## src/rtl/fifo_pkg.sv

```systemverilog
// fifo_pkg: pointer-width rules and Gray/binary conversion shared by both FIFO pointer controllers.
package fifo_pkg;
    localparam int PTR_MAX = 16;

    function automatic int ptr_w(input int aw);
        return aw + 1;
    endfunction

    function automatic int depth(input int aw);
        return 1 << aw;
    endfunction

    // Zero-extended operands convert correctly, so callers cast to and from PTR_MAX bits.
    function automatic logic [PTR_MAX-1:0] bin2gray(input logic [PTR_MAX-1:0] b);
        return b ^ (b >> 1);
    endfunction

    function automatic logic [PTR_MAX-1:0] gray2bin(input logic [PTR_MAX-1:0] g);
        logic [PTR_MAX-1:0] b;
        b[PTR_MAX-1] = g[PTR_MAX-1];
        for (int i = PTR_MAX - 2; i >= 0; i--) b[i] = b[i+1] ^ g[i];
        return b;
    endfunction
endpackage

```

## src/rtl/gray_ptr_cnt.sv

```systemverilog
// gray_ptr_cnt: binary pointer counter with enable, registered Gray copy and next-value exports.
module gray_ptr_cnt
    import fifo_pkg::*;
#(
    parameter int W = 4
) (
    input  logic         CLK,
    input  logic         RST,
    input  logic         EN,
    output logic [W-2:0] ADDR,
    output logic [W-1:0] GRAY,
    output logic [W-1:0] BNEXT,
    output logic [W-1:0] GNEXT
);
    logic [W-1:0] bin_q, bin_d, gray_q, gray_d;

    always_comb begin
        bin_d  = bin_q + W'(EN);
        gray_d = W'(bin2gray(PTR_MAX'(bin_d)));
    end

    always_ff @(posedge CLK or negedge RST) begin
        if (!RST) begin
            bin_q  <= '0;
            gray_q <= '0;
        end else begin
            bin_q  <= bin_d;
            gray_q <= gray_d;
        end
    end

    assign ADDR  = bin_q[W-2:0];
    assign GRAY  = gray_q;
    assign BNEXT = bin_d;
    assign GNEXT = gray_d;
endmodule

```

## src/rtl/fifo_wr_ctrl.sv

```systemverilog
// fifo_wr_ctrl: write-side pointer controller of the async FIFO; produces FULL, ALMOST_FULL,
// fill level and a sticky overflow flag from the synchronized Gray read pointer.
module fifo_wr_ctrl
    import fifo_pkg::*;
#(
    parameter int ADD_WIDTH    = 3,
    parameter int AFULL_THRESH = 6
) (
    input  logic                 CLK,
    input  logic                 RST,
    input  logic                 W_INC,
    input  logic [ADD_WIDTH:0]   RPTR_SYNC,
    input  logic                 OVF_CLR,
    output logic                 W_CLKEN,
    output logic [ADD_WIDTH-1:0] W_ADDR,
    output logic [ADD_WIDTH:0]   WPTR_GRAY,
    output logic                 FULL,
    output logic                 ALMOST_FULL,
    output logic [ADD_WIDTH:0]   W_LEVEL,
    output logic                 OVF
);
    localparam int P = ptr_w(ADD_WIDTH);

    logic         acc;
    logic [P-1:0] bnext, gnext, rbin;
    logic [P-1:0] level_q, level_d;
    logic         full_q, full_d, afull_q, afull_d, ovf_q, ovf_d;

    assign acc = W_INC & ~full_q;

    gray_ptr_cnt #(.W(P)) u_cnt (
        .CLK  (CLK),
        .RST  (RST),
        .EN   (acc),
        .ADDR (W_ADDR),
        .GRAY (WPTR_GRAY),
        .BNEXT(bnext),
        .GNEXT(gnext)
    );

    // Full when the next write pointer laps the read pointer: top two Gray bits inverted.
    always_comb begin
        rbin    = P'(gray2bin(PTR_MAX'(RPTR_SYNC)));
        full_d  = gnext == {~RPTR_SYNC[P-1:P-2], RPTR_SYNC[P-3:0]};
        level_d = bnext - rbin;
        afull_d = level_d >= P'(AFULL_THRESH);
        ovf_d   = (W_INC & full_q) | (ovf_q & ~OVF_CLR);
    end

    always_ff @(posedge CLK or negedge RST) begin
        if (!RST) begin
            full_q  <= 1'b0;
            afull_q <= 1'b0;
            level_q <= '0;
            ovf_q   <= 1'b0;
        end else begin
            full_q  <= full_d;
            afull_q <= afull_d;
            level_q <= level_d;
            ovf_q   <= ovf_d;
        end
    end

    assign W_CLKEN     = acc;
    assign FULL        = full_q;
    assign ALMOST_FULL = afull_q;
    assign W_LEVEL     = level_q;
    assign OVF         = ovf_q;
endmodule

```

## config.mk

```make
export PLATFORM = sky130hd
export DESIGN_NAME = fifo_wr_ctrl
export DESIGN_NICKNAME = d
export VERILOG_FILES = /design/src/rtl/fifo_pkg.sv /design/src/rtl/gray_ptr_cnt.sv /design/src/rtl/fifo_wr_ctrl.sv
export SDC_FILE = /design/constraint.sdc
export NUM_CORES = 1
export LEC_CHECK = 0
export ABC_AREA = 1
export CORE_AREA = 2 2 55 57
export CTS_BUF_LIST = sky130_fd_sc_hd__clkbuf_4
export DETAILED_ROUTE_END_ITERATION = 10
export DIE_AREA = 0 0 57 59
export SLEW_MARGIN = 10
export SYNTH_ARGS = -nofsm -noshare
export SYNTH_HDL_FRONTEND = slang
export SYNTH_SLANG_ARGS = --single-unit
```

## constraint.sdc

```tcl
create_clock -name CLK -period 2.15 [get_ports CLK]
set_clock_uncertainty 0.2 [all_clocks]
set_input_delay 0.3225 -clock CLK [delete_from_list [all_inputs] [get_ports CLK]]
set_output_delay 0.3225 -clock CLK [all_outputs]
set_load 0.005 [all_outputs]
```

==> results of run 1 <==
[layout make-up]
class	instances	area [sq um]	share of cell area [%]
inverters	17	63.8	5.15
well taps	31	38.8	3.13
repair buffers	41	363	29.3
clock inverters	1	3.75	0.303
clock buffers	3	22.5	1.82
flip-flops and latches	14	350	28.3
multi-input cells	58	397	32.0
[cell usage in the layout (no fill, tap or decap), types with 2 or more instances in the layout]
master / n
dlygate4sd2_1: 2
nand3_1: 12
nand2_1: 25
clkbuf_4: 3
xnor2_2: 2
buf_4: 19
nand2_2: 2
ha_2: 2
nand4_1: 3
ha_4: 2
dfrtp_1: 14
clkdlybuf4s50_1: 18
inv_1: 16
[report_power, final]
group | leakage [uW] | total, uW | internal [uW] | switching [uW]
logic | 0.000456 | 1400 | 787 | 611
registers | 0.000167 | 481 | 402 | 79.0
clock network | 0.0000154 | 154 | 67.4 | 86.7
total | 0.000639 | 2030 | 1260 | 777
[worst max-delay path, cell delays in order]
cell	delay [ns]
dlygate4sd2_1	0.28
xnor2_2	0.17
xor2_2	0.19
xor2_1	0.17
ha_2	0.20
fa_2	0.51
inv_1	0.05
nand2_1	0.06
nand3_1	0.07
[metal layers]
layer | up-vias | track usage, % | wire (um)
met4 | 0 | 8.97 | 61
met2 | 27 | 23.2 | 918
met5 | - | 0 | 0
met1 | 341 | 12.5 | 789
li1 | 370 | - | -
met3 | 5 | 1.53 | 82
[stage by stage]
stage               hold slack (ns)  setup slack (ns)  total power (uW)
floorplan                    -0.173            0.0231              1060
global placement              0.321            -0.479              1720
detailed placement            0.331            -0.530              1760
CTS                           0.219            0.0523              1990
global route                  0.259          -0.00698              2240
finish                        0.211            0.0886              2030
[sequential cells by signal, summed over array words and instances, names as in the netlist]
register and cells:
ALMOST_FULL 1, FULL 1, u_cnt.bin_q 4, OVF 1
u_cnt.GRAY 3, W_LEVEL 4
[how the worst min path moves through the flow]
stage	end	slack, ns	depth (start not counted)
finish	ALMOST_FULL$_DFF_PN0_	0.21	1
floorplan	ALMOST_FULL$_DFF_PN0_	-0.17	0
detailed placement	OVF$_DFF_PN0_	0.33	2
global route	OVF$_DFF_PN0_	0.26	3
CTS	OVF$_DFF_PN0_	0.22	3
global placement	OVF$_DFF_PN0_	0.32	2
[cells by family after synthesis]
group	share of synthesized area (%)
simple gates	26.2
compound gates	2.29
buf+inv	8.35
flops	45.8
fa+ha+maj	10.8
xor+xnor	6.55
[repair_timing]
| action | 4_1_cts | 5_1_grt |
|---|---|---|
| setup buffers | 3 | 1 |
| endpoints found under the hold margin | 0 | 0 |
| endpoints found under the setup margin | 4 | 1 |
| pin swaps | 5 | 5 |
| resized for setup | 7 | 5 |
| hold buffers | 0 | 0 |
==> out/results.ini, run 1 <==
[placement]
port_buffers = 22
dp_hpwl_um = 1480
dpl_cell_area_sq_um = 1140
gp_congestion = 0.744
dp.cells = 157

[power_and_ir_drop]
leakage_uw = 0.000639
vdd_drop_max_mv = 0.809
p_per_area_nw_per_um2 = 1640

[finish]
post-route-cell-area_sq_um = 1240
fill_cells = 268
syn_to_final_growth_pct = 62.0
n_antenna_cell = 0
fin_nets = 149
layout-drive-gt1-share_pct = 26.1
final_cells = 165
final_util_pct = 45.7

[yosys]
yosysWarningCount = 0
synth_top_area_cell = dfrtp_1
syn-instance-count = 89
syn-num-nets = 103
syn_area_sq_um = 764
ys_ff_latch = 14
ys.flop_type = dfrtp_1
ys_seq_area_share_pct = 45.8
avgSynthCellArea_sq_um = 8.59
yosys-top-cells-count = nand2_1 (25), inv_1 (16), dfrtp_1 (14)
synth_most_common_cell = nand2_1
synth_edf_count = 0
synth_cell_types = 18
synth_top_area_share_pct = 45.8
async_reset_ff_share_pct = 100
synth.area.top_cells = dfrtp_1 (46%), nand2_1 (12%), ha_1 (8.2%)

[grt]
overflow = 0
grt_max_degree = 15
grt_pass1_wl_um = 3060
grt_antenna_before_repair = 0
grt.total_usage_pct = 12.3
grt_pass1_vias = 738

[clock_network]
clk_pin_slew_ns = 0.09
clock-sinks = 14
clock_latency_ns = 0.29
clockBufferDepth = 2
clockRootBuffer = clkbuf_4
numCtsBuffers = 3
cts_tree = yes
htree_levels = 1

[die]
dieArea_sq_um = 3360
start_util_pct = 28.2
rows = 19
io_pins = 23
core_sq_um = 2710
die_h_um = 59
die_width_um = 57

[setup_path]
crit_type = input pin to register
endpoint_kind = register
worstPathMaxFanout = 3
arrival_ns = 2.04
startpoint_type = input pin
endpoint = ALMOST_FULL$_DFF_PN0_
worstReg2RegStart = FULL$_DFF_PN0_
r2r_end = ALMOST_FULL$_DFF_PN0_
worstPathRequired_ns = 2.13
r2r_slack_ns = 0.14
ff2ff_path_depth = 8
cp-startpoint = RPTR_SYNC[2]

[timing]
post-route-min-period_ns = 2.06
slew_headroom_pct = 59.1
fin_setup_tns_ns = 0
max_freq_mhz = 485
finalCritPeriodShare_pct = 95.9
setup_viol = 0
drv_slew = 0
finalHoldViolCount = 0
worst_slew_pin_slew_ns = 0.612

[worst_hold_path]
hold_path.class = input pin to async pin

[detailed_routing]
viasPerCell = 4.50
routedWlPerCell_um = 11.2
wl_um = 1850
drtIter0Drc = 21
ant_nets = 0
dr.pass1.iters = 4
drcViolationCount = 0
via_count = 743

[status]
outcome = complete, no violations

[job]
maxCapViolCount = 0

Power figures use the tool's default switching activity.
==> inputs of run 2 (changes only) <==
Settings changed: DONT_BUFFER_PORTS set to 1, SKIP_LAST_GASP set to 1, TNS_END_PERCENT set to 20.
==> run 2 against run 1 <==
  * Register-to-register slack worse by 0.08 ns
  * Clock power is 7% lower
  * Core utilization is 9.9 points lower
  * Cell area is 22% lower
  * Non-clock buffer count is 29 lower
  * Via count is 17% lower
  * Wire length is 9.8% lower
  * Global-route usage is 1.6 points lower
  * Worst hold slack worse by 0.17 ns
  * Sequential cell count stayed put
  * Final cell count is 18% lower
  * Critical path type is now register to register
  * Largest cell class unchanged
  * Highest routed layer unchanged
==> out/results.ini, run 2 (synthesis results as in run 1) <==
[status]
outcome = complete, no violations

[timing]
finalCritPeriodShare_pct = 97.1  ; +1.2 points
max_freq_mhz = 479  ; -1.2%
setup_viol = 0  ; unchanged
whs_ns = 0.0427  ; -0.168 ns
post-route-min-period_ns = 2.09  ; +0.0254 ns
drv_slew = 0  ; unchanged
worst_slew_pin_slew_ns = 0.614  ; +0.00213 ns
finalHoldViolCount = 0  ; unchanged
slew_headroom_pct = 58.9  ; -0.15 points

[placement]
gp_congestion = 0.822  ; +10%
dp_hpwl_um = 1260  ; -15%
port_buffers = 0  ; -100%

[worst_hold_path]
worstHoldStart = RPTR_SYNC[2]
hold_path.class = input pin to register

[detailed_routing]
dr.pass1.iters = 4  ; unchanged
ant_nets = 0  ; unchanged
routedWlPerCell_um = 12.3  ; +9.5%
wl_met3_um = 102  ; +24%
viasPerCell = 4.54  ; +0.75%
met1_length_um = 670  ; -15%
via_count = 617  ; -17%
drcViolationCount = 0  ; unchanged
wl_um = 1670  ; -9.8%
top_layer = met4
met2_length_um = 885  ; -3.6%
drtIter0Drc = 15  ; -29%

[setup_path]
worstPathRequired_ns = 2.10  ; -0.03 ns
startpoint_type = register
ff2ff_path_depth = 8  ; unchanged
arrival_ns = 2.04  ; about the same
endpoint = ALMOST_FULL$_DFF_PN0_
worstPathMaxFanout = 3  ; unchanged
crit_type = register to register
r2r_slack_ns = 0.06  ; -0.08 ns
endpoint_kind = register
worstReg2RegStart = FULL$_DFF_PN0_
cp-startpoint = FULL$_DFF_PN0_
r2r_end = ALMOST_FULL$_DFF_PN0_

[die]
die_h_um = 59  ; unchanged
dieArea_sq_um = 3360  ; unchanged
io_pins = 23  ; unchanged
die_width_um = 57  ; unchanged
rows = 19  ; unchanged
start_util_pct = 28.2  ; unchanged
core_sq_um = 2710  ; unchanged

[power_and_ir_drop]
leakage_uw = 0.000510  ; -20%
p_per_area_nw_per_um2 = 1670  ; +1.5%
power_uw = 1620  ; -20%
vdd_drop_max_mv = 0.853  ; +5.4%

[grt]
grt_pass1_vias = 635  ; -14%
grt_max_degree = 15  ; unchanged
grt_antenna_before_repair = 0  ; unchanged
grt_pass1_wl_um = 2730  ; -11%
grt.total_usage_pct = 10.7  ; -1.6 points
overflow = 0  ; unchanged

[clock_network]
htree_levels = 1  ; unchanged
clock-sinks = 14  ; unchanged
cts_tree = yes
clk_pin_slew_ns = 0.08  ; about the same
clock_latency_ns = 0.27  ; -0.02 ns
numCtsBuffers = 3  ; unchanged
clockBufferDepth = 2  ; unchanged
clockRootBuffer = clkbuf_4

[finish]
layout-drive-gt1-share_pct = 22.9  ; -3.3 points
syn_to_final_growth_pct = 27.0
n_antenna_cell = 0  ; unchanged
fill_cells = 291  ; +8.6%
final_cell_mix = nand2_1 (25), inv_1 (16), dfrtp_1 (14), nand3_1 (12), buf_4 (9)
layout_commonest_cell = nand2_1
fin_nets = 120  ; -19%

[job]
maxCapViolCount = 0  ; unchanged

## run 2: cell count changes in the layout (fill, tap and decap cells not counted), sizes merged
cell           previous run  this run
clkdlybuf4s50            18         0
dlymetal6s2s              1         0
dlygate4sd3               0         3
dlygate4sd2               2         0
buf                      19         9
clkdlybuf4s15             1         0
## run 2: worst max-delay path, cell delays in order, from the launching register on
cell,delay [ns]
dfrtp_1,0.38
nor2_2,0.05
ha_2,0.34
inv_1,0.06
ha_1,0.23
fa_2,0.52
inv_1,0.04
nand2_1,0.06
nand3_1,0.08
## run 2: worst min-delay path by stage
stage | to | slack [ns] | cells past startpoint
after global routing | FULL$_DFF_PN0_ | 0.05 | 3
after CTS | FULL$_DFF_PN0_ | 0.03 | 3
after detailed placement | W_LEVEL[0]$_DFF_PN0_ | -0.17 | 0
final | FULL$_DFF_PN0_ | 0.04 | 3
after global placement | W_LEVEL[1]$_DFF_PN0_ | -0.17 | 0
after floorplan | ALMOST_FULL$_DFF_PN0_ | -0.17 | 0
## run 2: routing by layer
| metal | up-vias | track usage, % |
|---|---|---|
| met5 | - | 0 |
| met4 | 0 | 3.99 |
| li1 | 310 | - |
| met2 | 18 | 19.5 |
| met3 | 2 | 3.28 |
| met1 | 287 | 11.8 |
## run 2: power breakdown
group	switching (uW)	total [uW]	internal, uW
Clock	75.7	143	67.0
Combinational	523	967	443
Sequential	105	509	403
Total	704	1620	914
## run 2: metrics by stage
step | cell area [sq um] | worst slack, ns | utilization, % | std cells | setup TNS [ns]
global placement | 868 | 0.0257 | 32.0 | 128 | 0
finish | 971 | 0.0632 | 35.8 | 136 | 0
global route | 971 | -0.00818 | 35.8 | 136 | -0.00818
CTS | 948 | 0.0317 | 35.0 | 135 | 0
floorplan | 769 | 0.0231 | - | 89 | 0
detailed placement | 868 | -0.00514 | 32.0 | 128 | -0.00514
## run 2: area by class of cell
cell class / instances / area [sq um] / area share [%]
Clock buffer: 3 / 22.5 / 2.32
Timing Repair Buffer: 12 / 97.6 / 10.1
Tap cell: 31 / 38.8 / 3.99
Inverter: 17 / 63.8 / 6.57
Multi-Input combinational cell: 58 / 394 / 40.6
Sequential cell: 14 / 350 / 36.1
Clock inverter: 1 / 3.75 / 0.387
## run 2: timing repair
item / in CTS / in global routing
hold buffers: 3 / 0
buffers inserted: 0 / 1
pin swaps: 0 / 1
endpoints found under the setup margin: 2 / 2
hold endpoints to repair: 15 / 0
gates resized for setup: 3 / 3
==> inputs of run 3 (changes only) <==
Settings changed: CORE_AREA 2 2 55 57 to 4 4 57 59, DIE_AREA 0 0 57 59 to 0 0 61 63.
==> run 3 against run 2 <==
  * Clock power increased by 5%
  * Non-clock buffer count up 1
  * Critical endpoint unchanged
  * Largest power group unchanged
  * Total power grew 2.8%
  * Sequential share of layout area down 1.2 points
  * Wire length is 2.2% lower
  * Highest routed layer unchanged
  * Final cell count up 0.74%
  * Global-route usage fell by 1.2 points
  * Worst setup slack better by 0.062 ns
  * First-iteration DRC count increased by 130%
  * Worst hold slack better by 0.0010 ns
==> out/results.ini, run 3 (synthesis results as in run 1) <==
[detailed_routing]
routedWlPerCell_um = 11.9  ; -2.9%
drtIter0Drc = 35  ; +20
viasPerCell = 4.55  ; +0.24%
via_count = 623  ; +0.97%
ant_nets = 0  ; unchanged
wl_um = 1630  ; -2.2%
drcViolationCount = 0  ; unchanged
dr.pass1.iters = 4  ; unchanged

[placement]
gp_congestion = 0.808  ; -1.6%
dp_hpwl_um = 1360  ; +7.5%
dp.cells = 130  ; +1.6%
dpl_cell_area_sq_um = 883  ; +1.7%
port_buffers = 0  ; unchanged

[clock_network]
clock_latency_ns = 0.28  ; about the same
clk_pin_slew_ns = 0.09  ; about the same
clockBufferDepth = 2  ; unchanged
cts_setup_buffers = 0  ; unchanged
clock-sinks = 14  ; unchanged
clockRootBuffer = clkbuf_4
numCtsBuffers = 3  ; unchanged
htree_levels = 1  ; unchanged
cts_tree = yes

[timing]
finalCritPeriodShare_pct = 94.2  ; -2.9 points
fin_setup_tns_ns = 0  ; unchanged
whs_ns = 0.0437  ; +0.000999 ns
finalHoldViolCount = 0  ; unchanged
slew_headroom_pct = 59.4  ; +0.48 points
worst_slew_pin_slew_ns = 0.607  ; -0.00725 ns
setup_viol = 0  ; unchanged
post-route-min-period_ns = 2.02  ; -0.0618 ns
rsz0062_at_grt = false
drv_slew = 0  ; unchanged
max_freq_mhz = 494  ; +3.1%

[die]
die_width_um = 61  ; +7.0%
start_util_pct = 28.2  ; unchanged
core_sq_um = 2710  ; unchanged
rows = 19  ; unchanged
dieArea_sq_um = 3840  ; +14%
die_h_um = 63  ; +6.8%
io_pins = 23  ; unchanged

[grt]
grt_most_used_layer = met2
use_met3_pct = 1.03  ; -2.2 points
grt.total_usage_pct = 9.52  ; -1.2 points
overflow = 0  ; unchanged
grt_pass1_vias = 644  ; +1.4%
met1_usage_pct = 10.9  ; -0.87 points
grt_pass1_wl_um = 2690  ; -1.2%
grt_antenna_before_repair = 0  ; unchanged
grt_max_degree = 15  ; unchanged
use_met2_pct = 15.8  ; -3.8 points

[setup_path]
endpoint_kind = register
worstPathRequired_ns = 2.12  ; +0.02 ns
worstPathMaxFanout = 3  ; unchanged
startpoint_type = register
ff2ff_path_depth = 7  ; -1
arrival_ns = 2.00  ; -0.04 ns
r2r_slack_ns = 0.13  ; +0.06 ns
crit_type = register to register

[finish]
final_cell_mix = nand2_1 (24), inv_1 (16), dfrtp_1 (14), nand3_1 (12), buf_4 (10)
post-route-cell-area_sq_um = 1000  ; +3.4%
multi_input_comb_area_sq_um = 419  ; +6.3%
syn_to_final_growth_pct = 31.3
layout_commonest_cell = nand2_1
regArea_sq_um = 350  ; unchanged
n_antenna_cell = 0  ; unchanged
final_cells = 137  ; +0.74%
fill_cells = 279  ; -4.1%
fin_nets = 121  ; +0.83%
layout-drive-gt1-share_pct = 25.5  ; +2.6 points

[power_and_ir_drop]
leakage_uw = 0.000517  ; +1.3%
power_uw = 1660  ; +2.8%
vdd_drop_max_mv = 0.761  ; -11%
p_per_area_nw_per_um2 = 1660  ; -0.57%

[status]
outcome = complete, no violations

[worst_hold_path]
holdPathStages = 3  ; unchanged
hold_path.class = input pin to register

[job]
maxCapViolCount = 0  ; unchanged

## run 3: per-stage QoR
step	setup slack (ns)	util [%]
floorplan	0.0231	-
global placement	-0.00740	32.6
detailed placement	-0.0204	32.6
CTS	0.0171	34.9
global route	0.0233	37.0
finish	0.125	37.0
## run 3: final timing paths
check	from	to
max reg2reg	u_cnt.bin_q[0]$_DFF_PN0_	ALMOST_FULL$_DFF_PN0_
max in group asynchronous	RST	u_cnt.bin_q[3]$_DFF_PN0_
min reg2reg	u_cnt.bin_q[3]$_DFF_PN0_	u_cnt.bin_q[3]$_DFF_PN0_
min in group asynchronous	RST	W_LEVEL[2]$_DFF_PN0_
max	u_cnt.bin_q[0]$_DFF_PN0_	ALMOST_FULL$_DFF_PN0_
min	RPTR_SYNC[2]	FULL$_DFF_PN0_
## run 3: what timing repair did
item,in CTS,in global routing
hold endpoints to repair,15,0
hold buffers,3,0
resized for setup,2,7
pin swaps,0,3
setup endpoints to repair,2,2
## run 3: worst max-delay path, stage by stage, from the launching register on
cell     delay, ns
dfrtp_1       0.44
ha_4          0.19
ha_4          0.29
inv_1         0.07
fa_2          0.55
inv_1         0.05
nand2_1       0.06
nand3_1       0.07
## run 3: metal layers
metal / vias up / wire length [um]
met4: 0 / 40
li1: 314 / -
met5: - / 0
met3: 4 / 118
met2: 26 / 783
met1: 279 / 692
## run 3: power by group
group          internal, uW  switching [uW]
Clock                  67.3            83.2
Sequential              403             113
Combinational           475             522
Total                   945             717
## run 3: final cells by class
class                   instances  share of cell area [%]
inverters                      17                    6.36
clock inverters                 1                   0.374
clock buffers                   3                    2.24
flip-flops and latches         14                    34.9
repair buffers                 13                    10.5
multi-input cells              58                    41.8
well taps                      31                    3.87
